--- config.mk ---
export PLATFORM = sky130hd
export DESIGN_NAME = modcount
export DESIGN_NICKNAME = d
export VERILOG_FILES = /design/src/rtl/modcount.sv
export SDC_FILE = /design/constraint.sdc
export NUM_CORES = 1
export LEC_CHECK = 0
export CAP_MARGIN = 20
export CORE_ASPECT_RATIO = 1.4
export CORE_UTILIZATION = 39
export DETAILED_ROUTE_END_ITERATION = 12
export PLACE_DENSITY_LB_ADDON = 0.08
export SLEW_MARGIN = 20
export SYNTH_ARGS = -nofsm -noshare
export SYNTH_HDL_FRONTEND = slang
export SYNTH_SLANG_ARGS = --single-unit
export TNS_END_PERCENT = 1
--- constraint.sdc ---
create_clock -name clock -period 5 [get_ports clock]
set_clock_uncertainty 0.2 [all_clocks]
set_input_delay 1 -clock clock [delete_from_list [all_inputs] [get_ports clock]]
set_output_delay 1 -clock clock [all_outputs]
set_load 0.02 [all_outputs]
--- src/rtl/modcount.sv ---
// modcount: modulo-N up/down counter with step, clear, load, wrap/saturate modes and registered event flags
// Ports: clock/reset (async active-low); enable/up/step/saturate drive counting;
// clear > load > enable; count, wrap, sat, load_err registered; at_max/at_zero decode count.
module modcount #(
  parameter int WIDTH  = 16,
  parameter int N      = 8,
  parameter int STEP_W = 3
) (
  input  logic              clock,
  input  logic              reset,
  input  logic              enable,
  input  logic              up,
  input  logic [STEP_W-1:0] step,
  input  logic              saturate,
  input  logic              clear,
  input  logic              load,
  input  logic [WIDTH-1:0]  load_value,
  output logic [WIDTH-1:0]  count,
  output logic              wrap,
  output logic              sat,
  output logic              load_err,
  output logic              at_max,
  output logic              at_zero
);
  localparam logic [WIDTH:0]   NM   = (WIDTH+1)'(N);
  localparam logic [WIDTH-1:0] MAXV = WIDTH'(N - 1);
  logic [WIDTH-1:0] count_q, count_d;
  logic             wrap_q, wrap_d, sat_q, sat_d, load_err_q, load_err_d;
  logic [WIDTH:0]   c, s;
  logic             ov;
  assign c = {1'b0, count_q};
  assign s = (WIDTH+1)'(step);
  always_comb begin
    count_d    = count_q;
    wrap_d     = 1'b0;
    sat_d      = 1'b0;
    load_err_d = 1'b0;
    ov         = 1'b0;
    if (clear) count_d = '0;
    else if (load) begin
      load_err_d = {1'b0, load_value} >= NM;
      count_d    = load_err_d ? MAXV : load_value;
    end else if (enable) begin
      // ov flags a step past the top (up) or below zero (down)
      ov      = up ? (c + s > {1'b0, MAXV}) : (c < s);
      count_d = !ov ? WIDTH'(up ? c + s : c - s) :
                saturate ? (up ? MAXV : '0) :
                WIDTH'(up ? c + s - NM : c + NM - s);
      wrap_d  = ov & ~saturate;
      sat_d   = ov & saturate;
    end
  end
  always_ff @(posedge clock or negedge reset) begin
    if (!reset) begin
      count_q    <= '0;
      wrap_q     <= 1'b0;
      sat_q      <= 1'b0;
      load_err_q <= 1'b0;
    end else begin
      count_q    <= count_d;
      wrap_q     <= wrap_d;
      sat_q      <= sat_d;
      load_err_q <= load_err_d;
    end
  end
  assign count    = count_q;
  assign wrap     = wrap_q;
  assign sat      = sat_q;
  assign load_err = load_err_q;
  assign at_max   = count_q == MAXV;
  assign at_zero  = count_q == '0;
endmodule

==> results of run 1 <==
## area by class of cell
cell class	instances	area, sq um	share of cell area [%]
inverters	41	154	3.71
multi-input cells	374	2790	67.3
clock buffers	3	75.1	1.81
clock inverters	1	5.00	0.121
well taps	105	131	3.16
flip-flops and latches	19	475	11.4
repair buffers	55	518	12.5
## layout by cell type (no fill, tap or decap), types with 5 or more instances in the layout
cell type	instances
inv_1	39
nand4_1	8
mux2i_1	9
o32ai_1	5
ha_1	46
clkdlybuf4s50_1	44
a21oi_1	24
nand3_1	15
nor3_1	22
nor4_1	6
o21ai_0	16
nor2_1	45
xnor2_1	40
nand2_1	34
buf_4	9
nor2b_1	5
dfrtp_1	19
## where the power goes
part	internal, mW	switching [mW]
combinational	0.385	0.527
sequential	0.169	0.0405
clock	0.108	0.0780
## worst max path at each step
stage                       start        end  slack [ns]  depth (start not counted)
after floorplan           step[0]  count[13]        1.14                         13
after global placement    step[2]  count[13]        0.31                         13
after detailed placement  step[2]  count[13]        0.25                         13
after CTS                 step[2]  count[13]        0.51                         13
after global routing      step[2]  count[13]        0.11                         13
final                     step[2]  count[13]        0.50                         13
## per-layer routing
layer / share of wire (%) / vias up / track usage [%]
met5: 0 / - / 0
met1: 41 / 1706 / 32.6
met4: 4.2 / 0 / 13.8
met2: 51 / 109 / 44.6
li1: - / 1695 / -
met3: 4.0 / 31 / 3.04
## flip-flops by register name (all words and copies together), names as in the netlist
name	cells
count	16
sat	1
load_err	1
wrap	1
## metrics by stage
step | worst slack [ns] | instances | total power [mW] | utilization [%]
after floorplan | 1.14 | 449 | 0.838 | -
after global placement | 0.314 | 594 | 1.11 | 47.1
after detailed placement | 0.250 | 594 | 1.11 | 47.1
after CTS | 0.514 | 598 | 1.30 | 48.0
after global routing | 0.111 | 598 | 1.40 | 48.0
final | 0.497 | 598 | 1.31 | 48.0
## tightest hold or removal path: stages (launching register included)
cell	delay [ns]
dfrtp_1	0.47
nand2_1	0.09
a32oi_1	0.08
## cell families after synthesis
kind of cell    count (synthesis)
xor+xnor                       44
fa+ha+maj                      50
flops                          19
compound gates                104
mux                            13
simple gates                  163
buf+inv                        56
==> impl_metrics.toml, run 1 <==
[detailed_routing]
drc_errors = 0
ant_nets = 0
wl_per_cell_um = 19.6
vias_per_cell = 5.92
vias = 3541
drt-total-wl_um = 11700
dr.pass1.iters = 5
drt_iter0_drc = 266

[critical_path]
ff2ff_setup_slack_ns = 1.18
slowest_stage = "clkdlybuf4s50_1"
cp_top_family = "simple AND/OR/NAND/NOR gates"
endpoint_kind = "register"
worst_ep_arrival_time_ns = 4.43
r2r-end = "count[14]"
required_ns = 4.93
critPathMaxStageDelay_ns = 0.53
crit_type = "in -> reg"
startpoint_type = "input port"
crit_buf_inv = 2
critPathMaxFanout = 12
r2r_start = "count[3]"
reg2reg_depth = 10
crit_chain = "clkdlybuf4s50_1 > inv_1 > ha_1 > and2b_1 > nor3_1 > xnor2_1 > ha_1 > nand4_1 > nor2_1 > nand2_1 > xnor2_1 > a2111oi_0 > a21boi_0"

[placement]
postPlaceCellArea_sq_mm = 0.00408
io_buffers = 46
hpwlAfterDp_um = 9130
globalplace.congestion = 0.955

[cells_and_area]
drive_above_1_share_pct = 8.11
final_area_sq_mm = 0.00415
antenna_cells = 0
area.growth.synth_to_final_pct = 18.7
nNetsFinal = 570
fill_cells = 905

[synthesis]
yosysMostFrequentCell = "ha_1"
yosysWarnings = 0
ys_top_cells_by_count = "ha_1, nor2_1, xnor2_1"
synth_top_family_by_area = "simple AND/OR/NAND/NOR gates"
synth_top_flop_cell = "dfrtp_1"
synth_fa_ha_area_share_pct = 18.7
yosys.area.top_type = "ha_1"
yosysTopAreaCellShare_pct = 16.5
synth.distinct_cells = 73
synth.net_count = 525
ys_seq_elements = 19
synth_compound_area_share_pct = 22.5
yosysSeqAreaShare_pct = 13.6
async_flop_share_pct = 100
synth_edf_count = 0
synthTopCellsByArea = "ha_1, dfrtp_1, xnor2_1"
synth-simple-area-share_pct = 23.7
avgSynthCellArea_sq_um = 7.79
syn_inst = 449
synthXorXnorAreaFrac_pct = 11.0
synthMuxAreaShare_pct = 3.94
netlist_area_sq_mm = 0.00350

[clocking]
cts_buffers = 3
tritoncts = "built"
cts.clk_slew.worst_paths_ns = 0.06
clockBufferDepth = 2
holdBufCountCts = 0
root_buffer = "clkbuf_16"
cts_sinks = 19
htreeDepth = 1
post_cts_buffers = 0
clk-insertion-delay-late_ns = 0.27
cts_resized = 0

[sta]
worst_hold_slack_ns = 0.484
slew_headroom_pct = 34.0
setup_violations = 0
min_period_over_period_pct = 90.1
tns_ns = 0
finalMaxSlewViolations = 0
finalHoldViolations = 0
min_period_ns = 4.50
tightest_slew_ns = 0.980
rsz0062_at_grt = "no"
max_freq_mhz = 222

[power_and_ir_drop]
ir_drop_uv = 149
powerDensity_mw_per_mm2 = 315
p_leak_nw = 1.75

[flow_run]
maxCapViolCount = 0

[hold_path]
hold_depth = 2
holdPathEnd = "count[14]"
hp-class = "reg -> reg"
hp-start = "count[14]"

[global_routing]
grt_pass1_wl_um = 18600
grt_pass1_vias = 3453
antenna_found_initial = 0
overflow = 0
grt_usage_pct = 26.6
grt_max_degree = 41

[floorplanning]
die-area_sq_mm = 0.00935
start_util_pct = 40.4
coreArea_sq_mm = 0.00866
die_y_um = 114
rows = 40
io_pins = 47
die_w_um = 82.0

[status]
status = "complete, no violations"
Power figures use the tool's default switching activity.
==> run 2, diff against run 1 <==
--- a/config.mk
+++ b/config.mk
@@ -6,6 +6,8 @@
 export NUM_CORES = 1
 export LEC_CHECK = 0
 export CAP_MARGIN = 20
+export CELL_PAD_IN_SITES_DETAIL_PLACEMENT = 1
+export CELL_PAD_IN_SITES_GLOBAL_PLACEMENT = 1
 export CORE_ASPECT_RATIO = 1.4
 export CORE_UTILIZATION = 39
 export DETAILED_ROUTE_END_ITERATION = 12
==> run 2 against run 1 <==
- worst hold slack improved by 0.0042 ns
- wire length rose by 6.7%
- via count rose by 0.17%
- sequential share of layout area barely moved
- design area rose by 0.18%
- worst setup slack got worse by 0.16 ns
- highest routed layer unchanged
==> impl_metrics.toml, run 2 (same netlist as run 1, synthesis figures left out) <==
[status]
status = "complete, no violations"

[sta]
min_period_ns = 4.66
setup_violations = 0
slew_headroom_pct = 42.0
tns_ns = 0
max_freq_mhz = 215
finalMaxSlewViolations = 0
min_period_over_period_pct = 93.2
rsz0062_at_grt = "no"
finalHoldViolations = 0
tightest_slew_ns = 0.863

[placement]
post-place-cells = 595
hpwlAfterDp_um = 10100
globalplace.congestion = 0.911
io_buffers = 46

[flow_run]
maxCapViolCount = 0

[cells_and_area]
antenna_cells = 0
drive_above_1_share_pct = 8.30
nNetsFinal = 571
layout_commonest_cell = "ha_1"
largest_reg_flops = 16
fin_cells = 599
area.growth.synth_to_final_pct = 19.0
final_cell_mix = "ha_1, nor2_1, clkdlybuf4s50_1, xnor2_1, inv_1"

[floorplanning]
rows = 40
coreArea_sq_mm = 0.00866
die_y_um = 114
die_w_um = 82.0
io_pins = 47
die-area_sq_mm = 0.00935
start_util_pct = 40.4

[hold_path]
hp-class = "reg -> reg"
holdPathEnd = "count[14]"
hp-start = "count[14]"
hold_depth = 2

[critical_path]
r2r_start = "count[3]"
startpoint_type = "input port"
crit_chain = "clkdlybuf4s50_1 > inv_1 > ha_1 > inv_1 > fa_1 > nor2b_1 > o31ai_1 > a31oi_1 > a221o_1 > a2111oi_0 > o211ai_1 > o31a_1 > a32oi_1"
worst_ep_arrival_time_ns = 4.64
required_ns = 4.98
critPathMaxStageDelay_ns = 0.70
critPathMaxFanout = 4
slowest_stage = "a2111oi_0"
crit_type = "in -> reg"
endpoint_kind = "register"
reg2reg_depth = 10
crit_top_cell = "inv_1"
r2r-end = "count[14]"
ff2ff_setup_slack_ns = 1.03

[global_routing]
grt_pass1_wl_um = 19800
overflow = 0
met1_usage_pct = 34.2
grt_max_degree = 29
grt_usage_pct = 28.4
grt_use_met2_pct = 50.6
use_met3_pct = 3.12
busiest_layer = "met2"
grt_pass1_vias = 3661
antenna_found_initial = 0

[clocking]
cts_resized = 0
cts_sinks = 19
holdBufCountCts = 0
cts_buffers = 3
root_buffer = "clkbuf_16"
clk-insertion-delay-late_ns = 0.26
cts.clk_slew.worst_paths_ns = 0.06
post_cts_buffers = 0
clockBufferDepth = 2
tritoncts = "built"
htreeDepth = 1

[power_and_ir_drop]
clkPwrFrac_pct = 13.6
ir_drop_uv = 145
comb_power_share_pct = 70.5
pwr-share-seq_pct = 15.9
power_mw = 1.32
switchingPower_uw = 654
powerDensity_mw_per_mm2 = 318
sw_frac_of_total_pct = 49.4
p_leak_nw = 1.76
p_int_uw = 670

[detailed_routing]
wl_per_cell_um = 20.9
ant_nets = 0
dr.pass1.iters = 4
drc_errors = 0
vias_per_cell = 5.92
vias = 3547
drt-total-wl_um = 12500
drt_iter0_drc = 147
-- run 2: changes by cell type in the layout (fill, tap and decap cells not counted) --
cell	previous run	this run
buf_4	9	10
-- run 2: worst max-delay path, delay by kind of cell --
kind | cells | cell delay [ns]
adders and majority gates | 2 | 0.69
and+or+nand+nor | 1 | 0.06
AOI/OAI and AO/OA | 7 | 2.18
buffers and inverters | 3 | 0.69
-- run 2: area by class of cell --
cell class                 count  area [sq um]
clock buffer                   3          75.1
clock inverter                 1          5.00
fill                        1093          4500
inverter                      41           154
multi-input combinational    374          2790
sequential                    19           475
tap                          105           131
timing repair buffer          56           526
-- run 2: power by group through the flow --
stage / clock network, mW / logic (mW) / registers (mW)
after global routing: 0.186 / 1.02 / 0.213
after floorplan: 0 / 0.623 / 0.216
after CTS: 0.183 / 0.931 / 0.210
final: 0.180 / 0.934 / 0.210
after detailed placement: 0 / 0.924 / 0.213
after global placement: 0 / 0.914 / 0.212
-- run 2: worst max path at each step --
| stage | startpoint | slack, ns | depth (start not counted) | endpoint |
|---|---|---|---|---|
| finish | step[1] | 0.34 | 13 | count[14] |
| global route | step[1] | 0.13 | 13 | count[14] |
| CTS | step[1] | 0.35 | 13 | count[14] |
| detailed placement | step[1] | 0.08 | 13 | count[14] |
| global placement | step[1] | 0.20 | 13 | count[14] |
| floorplan | step[0] | 1.14 | 13 | count[13] |
-- run 2: per-layer routing --
layer / part of all wire [%] / wire length (um)
met1: 42 / 5190
met2: 52 / 6560
met3: 3.0 / 380
met4: 3.0 / 370
met5: 0 / 0
-- run 2: per-stage QoR --
step	setup slack (ns)	area [sq um]	hold WS, ns	util (%)
2_1_floorplan	1.14	3500	0.492	-
3_3_place_gp	0.198	4090	0.456	47.2
3_5_place_dp	0.0784	4090	0.466	47.2
4_1_cts	0.345	4170	0.474	48.1
5_1_grt	0.126	4160	0.502	48.0
6_report	0.340	4160	0.488	48.0
==> run 3, diff against run 2 <==
--- a/config.mk
+++ b/config.mk
@@ -10,7 +10,10 @@
 export CELL_PAD_IN_SITES_GLOBAL_PLACEMENT = 1
 export CORE_ASPECT_RATIO = 1.4
 export CORE_UTILIZATION = 39
+export CTS_CLUSTER_DIAMETER = 200
 export DETAILED_ROUTE_END_ITERATION = 12
+export DONT_BUFFER_PORTS = 1
+export GPL_TIMING_DRIVEN = 0
 export PLACE_DENSITY_LB_ADDON = 0.08
 export SLEW_MARGIN = 20
 export SYNTH_ARGS = -nofsm -noshare
==> run 3 against run 2 <==
- power fell by 5.8%
- clock-buffer cell count did not move
- register-to-register slack got worse by 0.37 ns
- global-route usage rose by 0.62 points
- core utilization fell by 5.2 points
- design area fell by 11%
- non-clock buffer count fell by 41
- first-iteration DRC count fell by 36%
- flip-flop and latch count did not move
- worst setup slack improved by 0.19 ns
- critical path depth did not move
- largest cell class unchanged
==> impl_metrics.toml, run 3 (same netlist as run 1, synthesis figures left out) <==
[status]
status = "complete, no violations"

[clocking]
root_buffer = "clkbuf_16"
cts.clk_slew.worst_paths_ns = 0.07
cts_buffers = 3
clk-insertion-delay-late_ns = 0.27
htreeDepth = 1
holdBufCountCts = 0
post_cts_buffers = 0
tritoncts = "built"
cts_resized = 0
cts_sinks = 19
clockBufferDepth = 2

[power_and_ir_drop]
switchingPower_uw = 640
clkPwrFrac_pct = 14.8
p_leak_nw = 1.57
comb_power_share_pct = 67.2
powerDensity_mw_per_mm2 = 336
ir_drop_uv = 143
p_int_uw = 607
sw_frac_of_total_pct = 51.3
pwr-share-seq_pct = 18.1

[global_routing]
grt_pass1_wl_um = 20000
overflow = 0
grt_pass1_vias = 3586
grt_use_met2_pct = 51.1
grt_max_degree = 20
busiest_layer = "met2"
met1_usage_pct = 35.7
use_met3_pct = 2.80
antenna_found_initial = 0
grt_usage_pct = 29.0

[sta]
min_period_ns = 4.47
finalHoldViolations = 0
tightest_slew_ns = 0.993
rsz0062_at_grt = "no"
finalMaxSlewViolations = 0
slew_headroom_pct = 33.1
max_freq_mhz = 224
min_period_over_period_pct = 89.5
setup_violations = 0
tns_ns = 0

[detailed_routing]
drt-total-wl_um = 12800
wl_per_cell_um = 22.9
vias_per_cell = 6.03
dr.pass1.iters = 4
ant_nets = 0
vias = 3364
drt_iter0_drc = 94
drc_errors = 0

[critical_path]
worst_ep_arrival_time_ns = 4.40
required_ns = 4.92
crit_buf_inv = 1
startpoint_type = "input port"
slowest_stage = "o21bai_1"
cp.depth = 13
crit_chain = "ha_1 > inv_1 > fa_1 > o21bai_1 > nand2_1 > xnor2_1 > ha_1 > nand4_1 > nor2_1 > nand2_1 > xnor2_1 > a2111oi_0 > a21boi_0"
endpoint = "count[13]"
r2r-end = "count[13]"
reg2reg_depth = 13
r2r_start = "count[0]"
crit_type = "in -> reg"
critPathMaxStageDelay_ns = 0.61
cp_top_family = "compound AO/OA/AOI/OAI gates"
critPathMaxFanout = 7
endpoint_kind = "register"
cp-startpoint = "step[0]"
ff2ff_setup_slack_ns = 0.66

[cells_and_area]
antenna_cells = 0
fin_cells = 558
drive_above_1_share_pct = 7.28
largest_reg_flops = 16
final-seq-area_sq_um = 475
fill_cells = 1092
multiInputGateArea_sq_mm = 0.00279
nNetsFinal = 530
layout_commonest_cell = "ha_1"
final_cell_mix = "ha_1, nor2_1, xnor2_1, inv_1, nand2_1"
area.growth.synth_to_final_pct = 6.05

[floorplanning]
die_w_um = 82.0
die_y_um = 114
io_pins = 47
start_util_pct = 40.4
coreArea_sq_mm = 0.00866
rows = 40
die-area_sq_mm = 0.00935

[flow_run]
maxCapViolCount = 0

[placement]
post-place-cells = 554
io_buffers = 0
hpwlAfterDp_um = 10100
globalplace.congestion = 0.924

[hold_path]
hp-class = "in -> async"
## run 3: changes by cell type in the layout (fill, tap and decap cells not counted), sizes merged
cell	delta
clkdlybuf4s50	-44
buf	-8
clkbuf	+11
## run 3: layout make-up
cell class                      instances  share of cell area (%)
Multi-Input combinational cell        374                    75.3
Sequential cell                        19                    12.8
Inverter                               41                    4.15
Tap cell                              105                    3.54
Clock buffer                            3                    2.02
Buffer                                 15                    1.99
Clock inverter                          1                   0.135
## run 3: worst min-delay path by stage
stage / start / depth (start not counted) / slack, ns / to
floorplan: count[14] / 2 / 0.49 / count[14]
global placement: reset / 0 / 0.51 / count[9]
detailed placement: reset / 0 / 0.51 / count[9]
CTS: reset / 0 / 0.22 / count[5]
global route: reset / 0 / 0.22 / count[5]
finish: reset / 0 / 0.22 / count[5]
## run 3: power groups by stage
stage | registers, mW | logic [mW] | clock network (mW)
2_1_floorplan | 0.216 | 0.623 | 0
3_3_place_gp | 0.228 | 0.818 | 0
3_5_place_dp | 0.229 | 0.831 | 0
4_1_cts | 0.226 | 0.838 | 0.187
5_1_grt | 0.229 | 0.914 | 0.192
6_report | 0.225 | 0.838 | 0.184
## run 3: routing by layer
metal | vias up | wire [um]
li1 | 1610 | -
met3 | 23 | 353
met2 | 74 | 6510
met4 | 0 | 421
met1 | 1657 | 5470
met5 | - | 0
## run 3: through the flow
step                hold slack (ns)  setup slack, ns  total power [mW]  utilization [%]  cell area [sq um]
floorplan                     0.492             1.14             0.838                -               3500
global placement              0.506            0.326              1.05             41.9               3630
detailed placement            0.506            0.247              1.06             41.9               3630
CTS                           0.220            0.527              1.25             42.8               3710
global route                  0.216            0.244              1.34             42.8               3710
finish                        0.223            0.526              1.25             42.8               3710
